[src/rtl/inst_decode_queue.sv]
// -----------------------------------------------------------------------------
// inst_decode_queue
//
// Decode stage between fetch and issue. Raw {inst, pc} pairs are buffered in a
// DEPTH-entry FIFO. The head entry is decoded combinationally and presented to
// issue. Both sides use a val/rdy handshake.
//
// Ports:
//   clk, rst_n          clock, asynchronous active-low reset
//   squash              flush every buffered entry at the next clock edge
//   in_val/in_rdy       fetch handshake; in_inst/in_pc carry the raw entry
//   out_val/out_rdy     issue handshake for the decoded head entry
//   out_pc              PC of the head entry
//   out_illegal         head entry did not match any enabled instruction
//   out_uop             micro-op
//   out_raddr0/1        source registers (0 when unused)
//   out_waddr/out_wen   destination register and write enable (x0 suppressed)
//   out_imm_sel         immediate format
//   out_op2_sel         1 = immediate, 0 = register file
//   out_jal             0 = none, 1 = JAL, 2 = JALR
//   out_op3_sel         0 = memory, 1 = branch
//   occupancy           number of entries held
// -----------------------------------------------------------------------------
package inst_decode_pkg;

  typedef enum logic [4:0] {
    OP_ADD   = 5'd0,
    OP_SUB   = 5'd1,
    OP_AND   = 5'd2,
    OP_OR    = 5'd3,
    OP_XOR   = 5'd4,
    OP_SLT   = 5'd5,
    OP_SLTU  = 5'd6,
    OP_SLL   = 5'd7,
    OP_SRL   = 5'd8,
    OP_SRA   = 5'd9,
    OP_MUL   = 5'd10,
    OP_LUI   = 5'd11,
    OP_AUIPC = 5'd12,
    OP_LW    = 5'd13,
    OP_SW    = 5'd14,
    OP_JAL   = 5'd15,
    OP_JALR  = 5'd16,
    OP_BEQ   = 5'd17,
    OP_BNE   = 5'd18,
    OP_BLT   = 5'd19,
    OP_BGE   = 5'd20,
    OP_BLTU  = 5'd21,
    OP_BGEU  = 5'd22
  } rv_uop;

  typedef enum logic [2:0] {
    IMM_I = 3'd0,
    IMM_S = 3'd1,
    IMM_B = 3'd2,
    IMM_U = 3'd3,
    IMM_J = 3'd4
  } rv_imm_type;

endpackage

module inst_decode_queue
  import inst_decode_pkg::*;
#(
  parameter int DEPTH     = 4,
  parameter int EN_MUL    = 1,
  parameter int EN_BR_ALL = 1
) (
  input  logic                     clk,
  input  logic                     rst_n,
  input  logic                     squash,
  input  logic                     in_val,
  output logic                     in_rdy,
  input  logic [31:0]              in_inst,
  input  logic [31:0]              in_pc,
  output logic                     out_val,
  input  logic                     out_rdy,
  output logic [31:0]              out_pc,
  output logic                     out_illegal,
  output rv_uop                    out_uop,
  output logic [4:0]               out_raddr0,
  output logic [4:0]               out_raddr1,
  output logic [4:0]               out_waddr,
  output logic                     out_wen,
  output rv_imm_type               out_imm_sel,
  output logic                     out_op2_sel,
  output logic [1:0]               out_jal,
  output logic                     out_op3_sel,
  output logic [$clog2(DEPTH):0]   occupancy
);

  localparam int AW = $clog2(DEPTH);
  localparam int OW = AW + 1;

  localparam logic [6:0] OPC_OP     = 7'b0110011;
  localparam logic [6:0] OPC_OP_IMM = 7'b0010011;
  localparam logic [6:0] OPC_LUI    = 7'b0110111;
  localparam logic [6:0] OPC_AUIPC  = 7'b0010111;
  localparam logic [6:0] OPC_LOAD   = 7'b0000011;
  localparam logic [6:0] OPC_STORE  = 7'b0100011;
  localparam logic [6:0] OPC_JAL    = 7'b1101111;
  localparam logic [6:0] OPC_JALR   = 7'b1100111;
  localparam logic [6:0] OPC_BRANCH = 7'b1100011;

  // ---------------------------------------------------------------------------
  // FIFO control
  // ---------------------------------------------------------------------------
  logic [AW-1:0] head_reg, head_next;
  logic [AW-1:0] tail_reg, tail_next;
  logic [OW-1:0] occ_reg,  occ_next;
  logic          do_enq, do_deq;

  logic [63:0]   mem [DEPTH];

  assign in_rdy  = (occ_reg != OW'(DEPTH));
  assign out_val = (occ_reg != '0);
  assign do_enq  = in_val && in_rdy && !squash;
  assign do_deq  = out_val && out_rdy && !squash;
  assign occupancy = occ_reg;

  always_comb begin
    head_next = head_reg;
    tail_next = tail_reg;
    occ_next  = occ_reg;
    if (squash) begin
      head_next = '0;
      tail_next = '0;
      occ_next  = '0;
    end else begin
      if (do_enq) tail_next = tail_reg + AW'(1);
      if (do_deq) head_next = head_reg + AW'(1);
      case ({do_enq, do_deq})
        2'b10:   occ_next = occ_reg + OW'(1);
        2'b01:   occ_next = occ_reg - OW'(1);
        default: occ_next = occ_reg;
      endcase
    end
  end

  always_ff @(posedge clk or negedge rst_n) begin
    if (!rst_n) begin
      head_reg <= '0;
      tail_reg <= '0;
      occ_reg  <= '0;
    end else begin
      head_reg <= head_next;
      tail_reg <= tail_next;
      occ_reg  <= occ_next;
    end
  end

  // Entry storage needs no reset: every output is gated by out_val.
  always_ff @(posedge clk) begin
    if (do_enq) mem[tail_reg] <= {in_inst, in_pc};
  end

  // ---------------------------------------------------------------------------
  // Decode of the head entry
  // ---------------------------------------------------------------------------
  logic [63:0] head_word;
  logic [31:0] inst;
  logic [6:0]  opcode, f7;
  logic [2:0]  f3;
  logic [4:0]  rd, rs1, rs2;

  assign head_word = mem[head_reg];
  assign inst      = head_word[63:32];
  assign opcode    = inst[6:0];
  assign rd        = inst[11:7];
  assign f3        = inst[14:12];
  assign rs1       = inst[19:15];
  assign rs2       = inst[24:20];
  assign f7        = inst[31:25];

  logic       dec_illegal, dec_wen, dec_op2, dec_op3;
  rv_uop      dec_uop;
  rv_imm_type dec_imm;
  logic [4:0] dec_r0, dec_r1;
  logic [1:0] dec_jal;

  always_comb begin
    dec_illegal = 1'b0;
    dec_uop     = OP_ADD;
    dec_r0      = 5'd0;
    dec_r1      = 5'd0;
    dec_wen     = 1'b0;
    dec_imm     = IMM_I;
    dec_op2     = 1'b0;
    dec_op3     = 1'b0;
    dec_jal     = 2'd0;
    case (opcode)
      OPC_OP: begin
        dec_r0  = rs1;
        dec_r1  = rs2;
        dec_wen = 1'b1;
        if (f7 == 7'b0000000) begin
          case (f3)
            3'b000:  dec_uop = OP_ADD;
            3'b001:  dec_uop = OP_SLL;
            3'b010:  dec_uop = OP_SLT;
            3'b011:  dec_uop = OP_SLTU;
            3'b100:  dec_uop = OP_XOR;
            3'b101:  dec_uop = OP_SRL;
            3'b110:  dec_uop = OP_OR;
            default: dec_uop = OP_AND;
          endcase
        end else if (f7 == 7'b0100000 && f3 == 3'b000) begin
          dec_uop = OP_SUB;
        end else if (f7 == 7'b0100000 && f3 == 3'b101) begin
          dec_uop = OP_SRA;
        end else if (f7 == 7'b0000001 && f3 == 3'b000 && EN_MUL != 0) begin
          dec_uop = OP_MUL;
        end else begin
          dec_illegal = 1'b1;
        end
      end
      OPC_OP_IMM: begin
        dec_r0  = rs1;
        dec_wen = 1'b1;
        dec_op2 = 1'b1;
        case (f3)
          3'b000:  dec_uop = OP_ADD;
          3'b010:  dec_uop = OP_SLT;
          3'b011:  dec_uop = OP_SLTU;
          3'b100:  dec_uop = OP_XOR;
          3'b110:  dec_uop = OP_OR;
          3'b111:  dec_uop = OP_AND;
          default: dec_illegal = 1'b1;  // immediate shifts are not decoded
        endcase
      end
      OPC_LUI, OPC_AUIPC: begin
        dec_uop = (opcode == OPC_LUI) ? OP_LUI : OP_AUIPC;
        dec_wen = 1'b1;
        dec_imm = IMM_U;
        dec_op2 = 1'b1;
      end
      OPC_LOAD: begin
        dec_uop     = OP_LW;
        dec_r0      = rs1;
        dec_wen     = 1'b1;
        dec_op2     = 1'b1;
        dec_illegal = (f3 != 3'b010);
      end
      OPC_STORE: begin
        dec_uop     = OP_SW;
        dec_r0      = rs1;
        dec_r1      = rs2;
        dec_imm     = IMM_S;
        dec_op2     = 1'b1;
        dec_illegal = (f3 != 3'b010);
      end
      OPC_JAL: begin
        dec_uop = OP_JAL;
        dec_wen = 1'b1;
        dec_imm = IMM_J;
        dec_op2 = 1'b1;
        dec_jal = 2'd1;
      end
      OPC_JALR: begin
        dec_uop     = OP_JALR;
        dec_r0      = rs1;
        dec_wen     = 1'b1;
        dec_op2     = 1'b1;
        dec_jal     = 2'd2;
        dec_illegal = (f3 != 3'b000);
      end
      OPC_BRANCH: begin
        dec_r0  = rs1;
        dec_r1  = rs2;
        dec_imm = IMM_B;
        dec_op3 = 1'b1;
        case (f3)
          3'b001:  dec_uop = OP_BNE;
          3'b000:  dec_uop = OP_BEQ;
          3'b100:  dec_uop = OP_BLT;
          3'b101:  dec_uop = OP_BGE;
          3'b110:  dec_uop = OP_BLTU;
          3'b111:  dec_uop = OP_BGEU;
          default: dec_illegal = 1'b1;
        endcase
        // BNE is always present; the rest depend on the full-branch option.
        if (f3 != 3'b001 && EN_BR_ALL == 0) dec_illegal = 1'b1;
      end
      default: dec_illegal = 1'b1;
    endcase
  end

  // ---------------------------------------------------------------------------
  // Output gating: empty queue drives all zeros, illegal head drives the
  // harmless OP_ADD / no-write pattern while still flagging the entry.
  // ---------------------------------------------------------------------------
  logic head_legal;
  assign head_legal = out_val && !dec_illegal;

  assign out_pc      = out_val ? head_word[31:0] : 32'd0;
  assign out_illegal = out_val && dec_illegal;
  assign out_uop     = head_legal ? dec_uop : OP_ADD;
  assign out_raddr0  = head_legal ? dec_r0 : 5'd0;
  assign out_raddr1  = head_legal ? dec_r1 : 5'd0;
  // Instructions without a destination (stores, branches) report waddr 0;
  // x0 destinations keep rd but never write.
  assign out_waddr   = (head_legal && dec_wen) ? rd : 5'd0;
  assign out_wen     = head_legal && dec_wen && (rd != 5'd0);
  assign out_imm_sel = head_legal ? dec_imm : IMM_I;
  assign out_op2_sel = head_legal && dec_op2;
  assign out_jal     = head_legal ? dec_jal : 2'd0;
  assign out_op3_sel = head_legal && dec_op3;

endmodule

[config.mk]
export PLATFORM = sky130hd
export DESIGN_NAME = inst_decode_queue
export DESIGN_NICKNAME = d
export VERILOG_FILES = /design/src/rtl/inst_decode_queue.sv
export SDC_FILE = /design/constraint.sdc
export NUM_CORES = 1
export LEC_CHECK = 0
export ABC_AREA = 0
export BUFFER_PORTS_ARGS = -buffer_cell sky130_fd_sc_hd__buf_4
export CAP_MARGIN = 20
export CORE_AREA = 2 2 168 170
export DETAILED_ROUTE_END_ITERATION = 8
export DIE_AREA = 0 0 170 172
export MAX_ROUTING_LAYER = met4
export SYNTH_ARGS = -nofsm -noshare
export SYNTH_HDL_FRONTEND = slang
export SYNTH_SLANG_ARGS = --single-unit
[constraint.sdc]
create_clock -name clk -period 3.31 [get_ports clk]
set_input_delay 0.331 -clock clk [delete_from_list [all_inputs] [get_ports clk]]
set_output_delay 0.331 -clock clk [all_outputs]
set_load 0.02 [all_outputs]
== Yosys cells after proc, flatten, opt, wreduce, memory -nomap -nowiden ==
Memories as Yosys holds them, arrays and structs flattened.
Cells that the tools add are included.

* Shifts and indexed selects: 0
* Divide/modulo/power cells: 0
* Multipliers: 0
* Bitwise operators: 0
* $lt $le $gt $ge: 0
* Mux-type cells: 38
* Equality and inequality tests: 22
* $add $sub $neg: 4
* Reductions and logical operators: 32

{| class="wikitable"
|+ Operator list
! operator !! count
|-
| one-hot mux 5 bit (8 select lines) || 1
|-
| two-way mux 5 bit || 7
|-
| two-way mux 32 bit || 1
|-
| one-hot mux 5 bit (6 select lines) || 1
|-
| equality test 7 x 6 -> 1 bit, second input constant || 4
|-
| one-hot mux 4 bit (7 select lines) || 1
|-
| equality test 7 bit, second input constant || 3
|-
| OR reduction 6 bit || 3
|-
| one-hot mux 3 bit (5 select lines) || 1
|-
| equality test 7 x 5 -> 1 bit, second input constant || 2
|-
| OR reduction 7 bit || 2
|-
| logical AND 1 bit || 13
|-
| equality test 3 bit, second input constant || 4
|-
| two-way mux 4 bit || 3
|-
| one-hot mux 3 bit (4 select lines) || 1
|-
| two-way mux 1 bit || 11
|-
| two-way mux 2 bit || 5
|-
| two-way mux 3 bit || 3
|-
| nonzero test 3 bit || 3
|-
| equality test 7 x 1 -> 1 bit, second input constant || 1
|-
| equality test 7 x 2 -> 1 bit, second input constant || 1
|-
| logical NOT 7 bit || 1
|-
| equality test 3 x 2 -> 1 bit, second input constant || 2
|-
| one-hot mux 1 bit (6 select lines) || 1
|-
| 16 further kinds || 21
|}

* ROM bits: 0
* Memories: 1
* Flip-flop bits (word level): 7
* Input bits: 69
* Output and inout port bits: 66
* Bits in writable memories: 256
* Logic and storage cells: 100
* Bits in latches: 0

{| class="wikitable"
|+ Memories
! name !! words !! width !! rd ports !! clocked after memory_dff !! write ports !! line !! source
|-
| mem || 4 || 64 || 1 || 0 || 1 || 113 || <nowiki>logic [63:0] mem [DEPTH];</nowiki>
|}

== Logic depth before layout (Yosys ltp) ==
Gate-level depths: netlist of the first run.
An unclocked memory read counts as a cell.

* Depth in word-level cells: 12
* Mapped depth: 10
* Mapped depth without buffers: 8

== Least setup slack after synthesis of the first run ==
OpenSTA, ideal clock, no wires.

* Path kind: register to output
* From: register head_reg[0]
* To: output out_raddr0[4]
* Slack: 61 ps
* Arrival time: 2918 ps
* Cell stages (with the launch flop): 8
* Cell sequence: dfrtp_1 > buf_6 > mux4_2 > or4b_4 > o31ai_2 > a221oi_2 > nor4_4 > nor4bb_1

* Word-level cells in the longest chain between the ends: 11

{| class="wikitable"
|+ Ends and longest elaborated chain
! item !! line !! source
|-
| start, declared || 108 || <nowiki>logic [AW-1:0] head_reg, head_next;</nowiki>
|-
| start signal, assigned || 146 || <nowiki>head_reg <= head_next;</nowiki>
|-
| memory read (4 x 64 bit) * || - ||
|-
| equality test 7 x 1 -> 1 bit or logical NOT 3 bit (tied branches) || 211, 207, 221 ||
|-
| logical AND 1 bit || 211 || <nowiki>end else if (f7 == 7'b0000001 && f3 == 3'b000 && EN_MUL != 0) begin</nowiki>
|-
| two-way mux 1 bit || 211 ||
|-
| two-way mux 1 bit || 209 || <nowiki>end else if (f7 == 7'b0100000 && f3 == 3'b101) begin</nowiki>
|-
| two-way mux 1 bit || 207 || <nowiki>end else if (f7 == 7'b0100000 && f3 == 3'b000) begin</nowiki>
|-
| two-way mux 1 bit || 196 || <nowiki>if (f7 == 7'b0000000) begin</nowiki>
|-
| one-hot mux 1 bit (6 select lines) || 191 || <nowiki>case (opcode)</nowiki>
|-
| logical NOT 1 bit || 293 || <nowiki>assign head_legal = out_val && !dec_illegal;</nowiki>
|-
| logical AND 1 bit || 293 ||
|-
| two-way mux 5 bit * || 298 || <nowiki>assign out_raddr0 = head_legal ? dec_r0 : 5'd0;</nowiki>
|-
| end, declared || 81 || <nowiki>output logic [4:0] out_raddr0,</nowiki>
|}

Mark *: on every way between the ends. The rest lies on a longest branch, timed or not.

== Worst setup path after layout of the first run ==
* From: register head_reg[0]
* To: output out_imm_sel[2]

* Word-level cells in the longest chain between the ends: 11

{| class="wikitable"
|+ Ends and longest elaborated chain
! item !! line !! source
|-
| memory read (4 x 64 bit) * || - ||
|-
| equality test 7 x 1 -> 1 bit or logical NOT 3 bit (tied branches) || 211, 207, 221 ||
|-
| logical AND 1 bit || 211 ||
|-
| two-way mux 1 bit || 211 ||
|-
| two-way mux 1 bit || 209 ||
|-
| two-way mux 1 bit || 207 ||
|-
| two-way mux 1 bit || 196 ||
|-
| one-hot mux 1 bit (6 select lines) || 191 ||
|-
| logical NOT 1 bit || 293 ||
|-
| logical AND 1 bit || 293 ||
|-
| two-way mux 3 bit * || 304 || <nowiki>assign out_imm_sel = head_legal ? dec_imm : IMM_I;</nowiki>
|-
| end, declared || 85 || <nowiki>output rv_imm_type out_imm_sel,</nowiki>
|}

Marked as above.

==> flow_summary.json, run 1 <==
{
  "nFillCells": 2247,
  "worstSkewPairLatency_ns": 0.53,
  "largest_reg_flops": 256,
  "worst_pin_slew_ns": 0.743,
  "hold_viol_final": 0,
  "drc": 0,
  "finalInstanceArea_um2": 14300,
  "failed_checks": "negative setup slack",
  "cts_tree": "yes",
  "cts_buffer_depth": 3,
  "grt_use_total_pct": 16.7,
  "max_slew_margin_pct": 50.1,
  "ioPinCount": 135,
  "arrival_ns": 3.31,
  "path_max_fanout": 7,
  "async_reset_ff_share_pct": 2.66,
  "htree_levels": 1,
  "yosysTopAreaCellShare_pct": 71.3,
  "p_per_area_nw_per_um2": 723,
  "fin_nets": 888,
  "yosys-top-cells-area": "edfxtp_1 71%, mux4_2 12%, and2_1 2.3%",
  "fin_crit_sh_pct": 110,
  "path_class": "reg -> out",
  "top_register": "mem",
  "syn_area_per_cell_um2": 19.2,
  "synth_fp_nets": 637,
  "place_congestion": 0.842,
  "skew_ns": 0.0190,
  "critPathCaptureType": "output port",
  "overflow": 0,
  "cpLargestDelayFamily": "buffers and inverters",
  "drt-wirelength-per-cell_um": 20.1,
  "finish.utilization_pct": 52.2,
  "synth-seq-area-share_pct": 72.9,
  "cts_sinks": 263,
  "clk_pin_slew_ns": 0.06,
  "syn_area_um2": 10800,
  "drv_slew": 0,
  "postRouteAntennaNets": 0,
  "max_stage_delay_ns": 0.53,
  "area_growth_pct": 32.9,
  "drv_cap": 0,
  "yosys_most_used_dff": "edfxtp_1",
  "crit_buf_inv": 5,
  "grt_antenna_before_repair": 1,
  "ys_warn_count": 0,
  "initial_core_util_pct": 39.3,
  "via_count": 6114,
  "grt_pass1_vias": 6498,
  "grt_pass1_wl_um": 36500,
  "core-area_um2": 27500,
  "synth_edf_count": 256,
  "post_dp_cell_area_um2": 12300,
  "path_cells": "buf_6 > mux4_2 > a41o_4 > buf_12 > nor4_4 > a31o_2 > nor4_4 > buf_4 > clkbuf_16 > and3_4 > buf_6",
  "drt_iter0_drc": 411,
  "num_rows": 61,
  "layout_commonest_cell": "edfxtp_1",
  "critPathSlowestCell": "mux4_2",
  "fin_ws_ns": -0.332,
  "synth_largest_area_cell": "edfxtp_1",
  "reg2reg_to": "mem[1][27]$_DFFE_PP_",
  "ir_drop_v": 0.000538,
  "final_cell_mix": "256 x edfxtp_1, 151 x buf_4, 58 x dlygate4sd3_1",
  "hp-class": "in -> reg",
  "holdPathEnd": "mem[2][17]$_DFFE_PP_",
  "dr.pass1.iters": 4,
  "die_w_um": 170,
  "required_ns": 2.98,
  "total_power_w": 0.0104,
  "grt_max_degree": 40,
  "min_delay_path_depth": 1,
  "synthCells": 563,
  "worst-r2r-cell-count": 5,
  "min_period_ns": 3.64,
  "die_y_um": 172,
  "hold_slack_ns": 0.0219,
  "numCtsBuffers": 27,
  "yosys.cell_types.count": 65,
  "yosys_register_bits": 263,
  "routed_wl_um": 23800,
  "reg2reg_from": "occupancy[2]$_DFFE_PN0P_",
  "crit_path_start_kind": "flop",
  "fin_setup_tns_ns": -7.34,
  "outcome": "finished, violations left",
  "hp-start": "in_pc[17]",
  "rsz0062_at_grt": "true",
  "clock.fmax_ghz": 0.275,
  "setup-violations-final": 29,
  "root_buffer": "clkbuf_16",
  "p_leak_nw": 4.96,
  "r2r_slack_ns": 0.97,
  "viasPerCell": 5.17,
  "place_hpwl_um": 14800,
  "layout-drive-gt1-share_pct": 41.0,
  "dieArea_um2": 29200,
  "port_buffers": 134
}
[worst reg2reg max path: stages, from the launching register on]
cell and delay (ns):
dfrtp_1 0.42, or3b_2 0.25, nand2_1 0.12, nor2_1 0.22, and2_4 0.59, buf_4 0.41
[area by class of cell]
type | count | area [um^2] | share of cell area [%]
clock buffer | 29 | 683 | 4.77
timing repair buffer | 250 | 2240 | 15.6
clock inverter | 21 | 169 | 1.18
tap | 346 | 433 | 3.02
antenna | 1 | 2.50 | 0.0175
inverter | 6 | 22.5 | 0.157
sequential | 263 | 7870 | 54.9
multi-input combinational | 266 | 2910 | 20.3
[where the power goes]
group,internal [W],switching (W),total [W],leakage (nW)
logic,0.00163,0.00187,0.00350,2.13
registers,0.00391,0.0000918,0.00400,2.41
clock network,0.00166,0.00122,0.00287,0.418
[timing repair]
action / 4_1_cts / 5_1_grt
setup endpoints to repair: 29 / 29
buffers inserted: 8 / 16
endpoints found under the hold margin: 227 / 2
hold buffers: 57 / 1
pin swaps: 1 / 8
gates cloned: 0 / 2
resized for setup: 37 / 33
[per-layer routing]
| metal | vias to the layer above | global-route usage [%] | routed length, um |
|---|---|---|---|
| li1 | 2790 | - | - |
| met1 | 3140 | 20.7 | 10000 |
| met2 | 152 | 28.3 | 11900 |
| met3 | 32 | 3.85 | 1370 |
| met4 | 0 | 3.94 | 448 |
| met5 | - | - | 0 |
[cells in the mapped netlist, types with 7 or more instances]
library cell,count
clkbuf_1,16
nor3_1,8
nand2_1,14
nand3_1,7
a21oi_1,13
and2_1,39
dfrtp_1,7
nor2_1,16
mux4_2,57
and3_1,18
edfxtp_1,256
[worst max path at each step]
stage,startpoint,end,slack (ns),depth (start not counted)
detailed placement,head_reg[0]$_DFFE_PN0P_,out_raddr0[4],0.07,8
floorplan,head_reg[0]$_DFFE_PN0P_,out_raddr0[4],0.06,7
finish,head_reg[0]$_DFFE_PN0P_,out_imm_sel[2],-0.33,11
global route,head_reg[0]$_DFFE_PN0P_,out_raddr0[0],-0.45,10
global placement,head_reg[1]$_DFFE_PN0P_,out_uop[2],0.10,9
CTS,head_reg[0]$_DFFE_PN0P_,out_raddr0[4],-0.38,9
[logic make-up after synthesis]
kind of cell,share of synthesized area (%)
AOI/OAI and AO/OA,3.11
xor gates and xnor gates,0.568
adders and majority gates,0.650
buffers and inverters,1.93
DFF,72.9
muxes,12.7
and+or+nand+nor,8.15
[through the flow]
| stage | setup WS (ns) | cells |
|---|---|---|
| floorplan | 0.0607 | 563 |
| global placement | 0.102 | 1047 |
| detailed placement | 0.0702 | 1047 |
| CTS | -0.377 | 1162 |
| global route | -0.445 | 1182 |
| finish | -0.332 | 1182 |
(Power assumes the default switching activity.)
==> run 2, diff against run 1 <==
Settings changed: SETUP_SLACK_MARGIN set to 0.2.
==> run 2 against run 1 <==
  * The run still ends with negative setup slack left
  * Clock-buffer cell count increased by 3
  * Utilization decreased by 0.71 points
  * Worst setup slack improved by 0.026 ns
  * Power is 1.8% lower
  * Cell area is 1.4% lower
  * Die area did not move
  * Via count fell by 1.2%
  * Clock skew fell by 0.0060 ns
  * First-iteration DRC count fell by 19%
  * Largest cell class unchanged
  * Largest power group unchanged
  * Highest routed layer unchanged
==> flow_summary.json, run 2 (synthesis results as in run 1) <==
{
  "rsz0062_at_grt": "true",
  "critPathCaptureType": "output port",
  "hp-start": "in_inst[16]",
  "grt_use_total_pct": 16.4,
  "top_register": "mem",
  "largest_reg_flops": 256,
  "worstSkewPairLatency_ns": 0.52,
  "grt_pass1_wl_um": 35600,
  "layout_commonest_cell": "edfxtp_1",
  "clk_pin_slew_ns": 0.06,
  "grt_antenna_before_repair": 2,
  "path_max_fanout": 7,
  "numCtsBuffers": 26,
  "skew_ns": 0.0130,
  "drv_cap": 0,
  "clock.fmax_ghz": 0.277,
  "worst-r2r-cell-count": 5,
  "place_ws_ns": 0.0334,
  "dr.pass1.iters": 4,
  "holdPathEnd": "mem[0][48]$_DFFE_PP_",
  "failed_checks": "negative setup slack",
  "layout-drive-gt1-share_pct": 39.7,
  "p_leak_nw": 4.85,
  "setup-violations-final": 28,
  "place_hpwl_um": 14300,
  "outcome": "finished, violations left",
  "grt_pass1_vias": 6466,
  "place_congestion": 0.850,
  "p_per_area_nw_per_um2": 720,
  "fin_ws_ns": -0.306,
  "cts_sinks": 263,
  "drt-wirelength-per-cell_um": 19.8,
  "fin_crit_sh_pct": 109,
  "worst_pin_slew_ns": 0.596,
  "htree_levels": 1,
  "r2r_slack_ns": 0.96,
  "drt_iter0_drc": 333,
  "required_ns": 2.98,
  "grt_max_degree": 38,
  "hp-class": "in -> reg",
  "reg2reg_to": "mem[0][22]$_DFFE_PP_",
  "final_cell_mix": "256 x edfxtp_1, 147 x buf_4, 57 x mux4_2",
  "ioPinCount": 135,
  "finish.utilization_pct": 51.5,
  "dieArea_um2": 29200,
  "fin_nets": 871,
  "postRouteAntennaNets": 0,
  "overflow": 0,
  "initial_core_util_pct": 39.3,
  "min_period_ns": 3.62,
  "die_w_um": 170,
  "die_y_um": 172,
  "crit_path_start_kind": "flop",
  "num_rows": 61,
  "arrival_ns": 3.28,
  "area_growth_pct": 31.1,
  "core-area_um2": 27500,
  "path_class": "reg -> out",
  "drc": 0,
  "root_buffer": "clkbuf_16",
  "hold_viol_final": 0,
  "reg2reg_from": "occupancy[2]$_DFFE_PN0P_",
  "dp.cells": 1043,
  "min_delay_path_depth": 1,
  "ir_drop_v": 0.000582,
  "instances_no_fill": 1162,
  "max_slew_margin_pct": 60.3,
  "drv_slew": 0,
  "cts_buffer_depth": 3,
  "port_buffers": 134,
  "cts_tree": "yes",
  "via_count": 6043,
  "routed_wl_um": 23000,
  "hold_slack_ns": 0.0250,
  "viasPerCell": 5.20
}
run 2: changes by cell type in the layout (fill, tap and decap cells not counted), sizes merged:
cell and delta:
clkinvlp -3, inv -2, clkinv -3, clkbuf +2
buf -5, dlygate4sd3 -10, diode +1
run 2: worst max-delay path by stage:
stage                       startpoint       endpoint  slack, ns  cells past startpoint
2_1_floorplan  head_reg[0]$_DFFE_PN0P_  out_raddr0[4]       0.23                      7
3_3_place_gp   head_reg[0]$_DFFE_PN0P_  out_raddr0[4]       0.10                     10
3_5_place_dp   head_reg[0]$_DFFE_PN0P_  out_raddr0[4]       0.03                     10
4_1_cts        head_reg[0]$_DFFE_PN0P_  out_raddr0[4]      -0.29                     10
5_1_grt        head_reg[0]$_DFFE_PN0P_     out_jal[1]      -0.41                     11
6_report       head_reg[0]$_DFFE_PN0P_     out_jal[1]      -0.31                     12
run 2: where the power goes:
part           switching, W  leakage, nW  total (W)  internal (W)
combinational       0.00184         2.05    0.00344       0.00160
clock               0.00112        0.386    0.00274       0.00162
sequential        0.0000955         2.41    0.00400       0.00391
total               0.00305         4.85     0.0102       0.00713
run 2: through the flow:
step	power (W)	setup TNS [ns]	instance area, um^2
global placement	0.00717	0	12300
global route	0.0107	-10.21	14100
finish	0.0102	-7.11	14100
CTS	0.0102	-6.32	14000
floorplan	0.00610	0	10800
detailed placement	0.00721	0	12300
run 2: what timing repair did:
action / 4_1_cts / 5_1_grt
gates cloned: 2 / 0
buffers inserted: 16 / 6
hold buffers: 48 / 0
resized for setup: 43 / 30
pin swaps: 5 / 2
hold endpoints to repair: 181 / 0
endpoints found under the setup margin: 29 / 29
run 2: area by class of cell:
type / instances / area (um^2)
Clock buffer: 32 / 694
Fill cell: 2231 / 13300
Antenna cell: 2 / 5.00
Timing Repair Buffer: 234 / 2090
Multi-Input combinational cell: 266 / 2920
Tap cell: 346 / 433
Sequential cell: 263 / 7870
Inverter: 6 / 22.5
Clock inverter: 13 / 103
run 2: routing by layer:
layer	wire length (um)	GRT usage [%]	vias up	share of wire, %
met5	0	-	-	0
met4	322	3.57	0	1.4
met3	1270	3.23	29	5.5
met2	12000	28.5	162	52
met1	9420	20.0	3099	41
li1	-	-	2753	-
run 2: critical path: stages, from the launching register on:
cell	delay [ns]
dfrtp_4	0.52
buf_4	0.15
mux4_2	0.44
buf_6	0.12
nand3b_1	0.10
or3_4	0.42
a221oi_4	0.25
nor4_4	0.06
buf_6	0.13
buf_4	0.15
buf_16	0.14
and3_4	0.16
buf_6	0.12
